`config.mk`:
```
export PLATFORM = sky130hd
export DESIGN_NAME = hatch_ctrl
export DESIGN_NICKNAME = d
export VERILOG_FILES = /design/src/rtl/hatch_ctrl.sv
export SDC_FILE = /design/constraint.sdc
export NUM_CORES = 1
export LEC_CHECK = 0
export BUFFER_PORTS_ARGS = -buffer_cell sky130_fd_sc_hd__buf_2
export CORE_ASPECT_RATIO = 2
export CORE_MARGIN = 5
export CORE_UTILIZATION = 54
export DETAILED_ROUTE_END_ITERATION = 10
export GPL_ROUTABILITY_DRIVEN = 0
export PLACE_DENSITY = 0.87
export REMOVE_ABC_BUFFERS = 1
export SETUP_SLACK_MARGIN = 0.15
export SYNTH_ARGS = -nofsm -noshare
export SYNTH_HDL_FRONTEND = slang
export SYNTH_SLANG_ARGS = --single-unit
```
`constraint.sdc`:
```
create_clock -name clk -period 2.01 [get_ports clk]
set_clock_uncertainty 0.15 [all_clocks]
set_input_delay 0.201 -clock clk [delete_from_list [all_inputs] [get_ports clk]]
set_output_delay 0.201 -clock clk [all_outputs]
set_load 0.05 [all_outputs]
```
`src/rtl/hatch_ctrl.sv`:
```
// hatch_ctrl: incubation timer that advances the egg growth stage while warm and kills it after a long cold spell.
module hatch_ctrl #(
  parameter int TICKS_PER_SEC  = 1000,
  parameter int STAGE_SEC      = 5,
  parameter int COLD_LIMIT_SEC = 10,
  parameter int LAST_STAGE     = 11
) (
  input  logic       clk,
  input  logic       rst,
  input  logic       start,
  input  logic       temp,
  output logic [3:0] num,
  output logic       running,
  output logic       hatched,
  output logic       dead
);
  localparam int TW = TICKS_PER_SEC > 1 ? $clog2(TICKS_PER_SEC) : 1;
  localparam int SW = STAGE_SEC > 1 ? $clog2(STAGE_SEC) : 1;
  localparam int CW = COLD_LIMIT_SEC > 1 ? $clog2(COLD_LIMIT_SEC) : 1;
  typedef enum logic [2:0] {IDLE, INCUBATE, COLD, HATCHED, DEAD} state_t;
  state_t state_q, state_d;
  logic [3:0] num_q, num_d;
  logic [TW-1:0] tick_q, tick_d;
  logic [SW-1:0] stage_q, stage_d;
  logic [CW-1:0] cold_q, cold_d;
  logic running_q, running_d, hatched_q, hatched_d, dead_q, dead_d;
  logic sec_tick;
  assign sec_tick = tick_q == TW'(TICKS_PER_SEC - 1);
  always_comb begin
    state_d = state_q;
    num_d   = num_q;
    tick_d  = tick_q;
    stage_d = stage_q;
    cold_d  = cold_q;
    if (start) begin
      state_d = INCUBATE;
      num_d   = '0;
      tick_d  = '0;
      stage_d = '0;
      cold_d  = '0;
    end else begin
      case (state_q)
        IDLE: num_d = '0;
        INCUBATE:
          if (!temp) begin
            state_d = COLD;
            tick_d  = '0;
            cold_d  = '0;
          end else begin
            tick_d = sec_tick ? '0 : tick_q + 1'b1;
            if (sec_tick) begin
              if (stage_q == SW'(STAGE_SEC - 1)) begin
                stage_d = '0;
                num_d   = num_q + 4'd1;
                if (num_d == 4'(LAST_STAGE)) state_d = HATCHED;
              end else stage_d = stage_q + 1'b1;
            end
          end
        COLD:
          // rewarming discards the partial second but keeps stage progress
          if (temp) begin
            state_d = INCUBATE;
            tick_d  = '0;
          end else begin
            tick_d = sec_tick ? '0 : tick_q + 1'b1;
            if (sec_tick) begin
              if (cold_q == CW'(COLD_LIMIT_SEC - 1)) begin
                state_d = DEAD;
                num_d   = 4'd15;
              end else cold_d = cold_q + 1'b1;
            end
          end
        HATCHED: num_d = 4'(LAST_STAGE);
        DEAD:    num_d = 4'd15;
        default: state_d = IDLE;
      endcase
    end
    running_d = state_d == INCUBATE || state_d == COLD;
    hatched_d = state_d == HATCHED;
    dead_d    = state_d == DEAD;
  end
  always_ff @(posedge clk or posedge rst) begin
    if (rst) begin
      state_q   <= IDLE;
      num_q     <= '0;
      tick_q    <= '0;
      stage_q   <= '0;
      cold_q    <= '0;
      running_q <= 1'b0;
      hatched_q <= 1'b0;
      dead_q    <= 1'b0;
    end else begin
      state_q   <= state_d;
      num_q     <= num_d;
      tick_q    <= tick_d;
      stage_q   <= stage_d;
      cold_q    <= cold_d;
      running_q <= running_d;
      hatched_q <= hatched_d;
      dead_q    <= dead_d;
    end
  end
  assign num     = num_q;
  assign running = running_q;
  assign hatched = hatched_q;
  assign dead    = dead_q;
endmodule

```
==> impl_metrics.toml <==
[run_status]
outcome = "finished with violations"
violations = "setup timing"

[detailed_routing]
drc = 0
routed_wl_microns = 4980
wl_met3_microns = 155
ant_nets = 0
vias = 1603
first_pass_iters = 4
dr.first_iter.drc_count = 68
wl_per_cell_microns = 19.5
maxUsedRoutingLayer = "met4"
wl_met1_microns = 1730
avgViaCountPerCell = 6.29
met2WireLength_microns = 2880

[logic_synthesis]
ys_seq_area_frac = 0.412
synth_edf_count = 0
async_reset_ff_frac = 1.00
yosysWarnings = 0
ys_seq_elements = 27
synth_cells = 176
synth_flop_cell = "dfrtp_1"
syn_avg_cell_area_sq_um = 9.31
yosysTopAreaCellShare = 0.412
ys_top_cells_by_area = "dfrtp_1, ha_1, o21ai_0"
syn_area_sq_mm = 0.00164
ys_types = 47
netlist.top_cell.by_area = "dfrtp_1"

[worst_setup_path]
crit_required_ns = 2.03
worstSetupPathType = "flop to flop"
cp.arrival_ns = 2.24
crit_path_max_fanout = 6
crit_path_end_kind = "flop"
cp_slowest_cell = "or4_4"
worstPathCellList = "nand4b_1 > or4_4 > nor3_4 > o211a_1 > nor2_1 > a311oi_1"
max_stage_delay_ns = 0.59
start_kind = "flop"

[clocking]
cts_tree = "done"
insertion_delay_ns = 0.27
cts.reportedPaths.clkPinSlew_ns = 0.09
cts-root-buf = "clkbuf_8"
htree_levels = 1
cts_buffer_depth = 2
cts.sinks = 27
numCtsBuffers = 3

[min_path]
hold_class = "input pin to flop"

[sta]
final.setup.tns_ns = -1.67
relSlewSlack = 0.723
period_share = 1.10
finalSetupViolations = 16
fin_crit_ns = 2.21
whs_ns = 0.0686
slew_violations = 0
max_freq_ghz = 0.452
tightest_slew_ns = 0.412
rsz0062_at_grt = "yes"
final-hold-violation-count = 0
setup_ws_ns = -0.204

[global_route]
antenna_found_initial = 0
grt_overflow = 0
grt_pass1_wl_microns = 7860
grt_max_degree = 28
grt_pass1_vias = 1792
grt_usage = 0.228

[layout]
layout.nets = 237
fillers = 167
drive_gt1_frac = 0.418
synthToLayoutAreaGrowth_pct = 39.6
diodes = 0
stdcell_count = 255

[die]
rows = 28
ios = 11
coreArea_sq_mm = 0.00294
floorplan.initialDensity = 0.557
die_h_microns = 87.9
die_width_microns = 49.0
dieArea_sq_mm = 0.00430

[place]
pre_cts_slack_ns = -0.214
port_buffers = 10
placed_cells = 235
hpwl_microns = 3190

[run]
maxCapViolations = 0

[pwr]
p_leak_nw = 1.05
ir_drop_mv = 0.549
p_per_area_mw_per_mm2 = 539
-- synth_stat cells, types with 3 or more instances --
master,number
nand2b_1,4
inv_1,7
buf_2,3
nor3_1,6
a31oi_1,3
clkbuf_1,3
o31ai_1,4
dfrtp_1,27
ha_1,7
buf_6,3
nand2_1,10
nand3_1,8
and3_1,3
o21ai_0,17
nor2_1,19
xor2_1,4
a211oi_1,3
a21oi_1,5
-- cell type report --
class	instances	area, sq um	area share
multi-input combinational	132	1050	0.459
sequential	27	676	0.295
timing repair buffer	55	454	0.198
clock buffer	4	45.0	0.0197
tap	30	37.5	0.0164
inverter	7	26.3	0.0115
-- layer usage --
layer | global-route usage | up-vias
li1 | - | 729
met3 | 0.0239 | 22
met4 | 0.120 | 0
met1 | 0.222 | 794
met5 | 0 | -
met2 | 0.454 | 58
-- cells in the final DEF (no fill, tap or decap), types with 3 or more instances in the layout --
cell type	instances
dfrtp_1	27
xor2_1	4
and3_1	3
nand2_1	8
buf_12	3
nor3_1	3
buf_4	34
o21ai_0	5
nand2b_1	4
ha_1	6
inv_1	7
nor2_2	3
a21oi_1	4
o21ai_2	5
o21ai_1	7
nor3_2	3
buf_2	10
nand3_1	7
nor2_1	16
clkbuf_8	3
buf_6	7
-- flip-flops by register name, indices dropped and copies added, names as in the netlist --
| name | count |
|---|---|
| running | 1 |
| hatched | 1 |
| cold_q | 4 |
| state_q | 3 |
| num | 4 |
| dead | 1 |
| tick_q | 10 |
| stage_q | 3 |
-- through the flow --
stage	total power [mW]	util	cell area, sq um
after CTS	1.19	0.727	2140
after global placement	0.857	0.646	1900
after global routing	1.28	0.778	2290
final	1.23	0.778	2290
after floorplan	0.751	-	1570
after detailed placement	0.869	0.646	1900
-- path summary, 6_finish.rpt --
kind | endpoint | startpoint | cells after the start | slack, ns
max in group asynchronous | num[2] | rst | 4 | 1.07
setup / recovery | num[1] | tick_q[3] | 6 | -0.20
min in group asynchronous | hatched | rst | 4 | 0.38
hold reg to reg | cold_q[1] | cold_q[1] | 1 | 0.42
hold / removal | num[1] | start | 2 | 0.07
setup reg to reg | num[1] | tick_q[3] | 6 | -0.20
-- worst max-delay path: cells and delay by family (launching register included) --
family / cells / cell delay [ns]
flops: 1 / 0.39
compound gates: 2 / 0.46
simple gates: 4 / 1.11
-- timing repair --
action	CTS	global route
hold buffers	1	0
endpoints found under the hold margin	27	0
gates resized for setup	31	25
setup buffers	8	7
setup endpoints to repair	23	25
pin swaps	19	18
-- logic make-up after synthesis --
| group | count (synthesis) | share of synthesized area |
|---|---|---|
| muxes | 2 | 0.0122 |
| buffers and inverters | 17 | 0.0573 |
| adders and majority gates | 8 | 0.0595 |
| AOI/OAI and AO/OA | 45 | 0.186 |
| DFF | 27 | 0.412 |
| xor gates and xnor gates | 5 | 0.0267 |
| and+or+nand+nor | 72 | 0.246 |
-- power breakdown --
part | leakage, nW | switching, mW | internal (mW)
Sequential | 0.364 | 0.0198 | 0.564
Clock | 0.0228 | 0.165 | 0.142
Combinational | 0.663 | 0.204 | 0.139
Note: power is estimated with default switching activity, not from simulation.
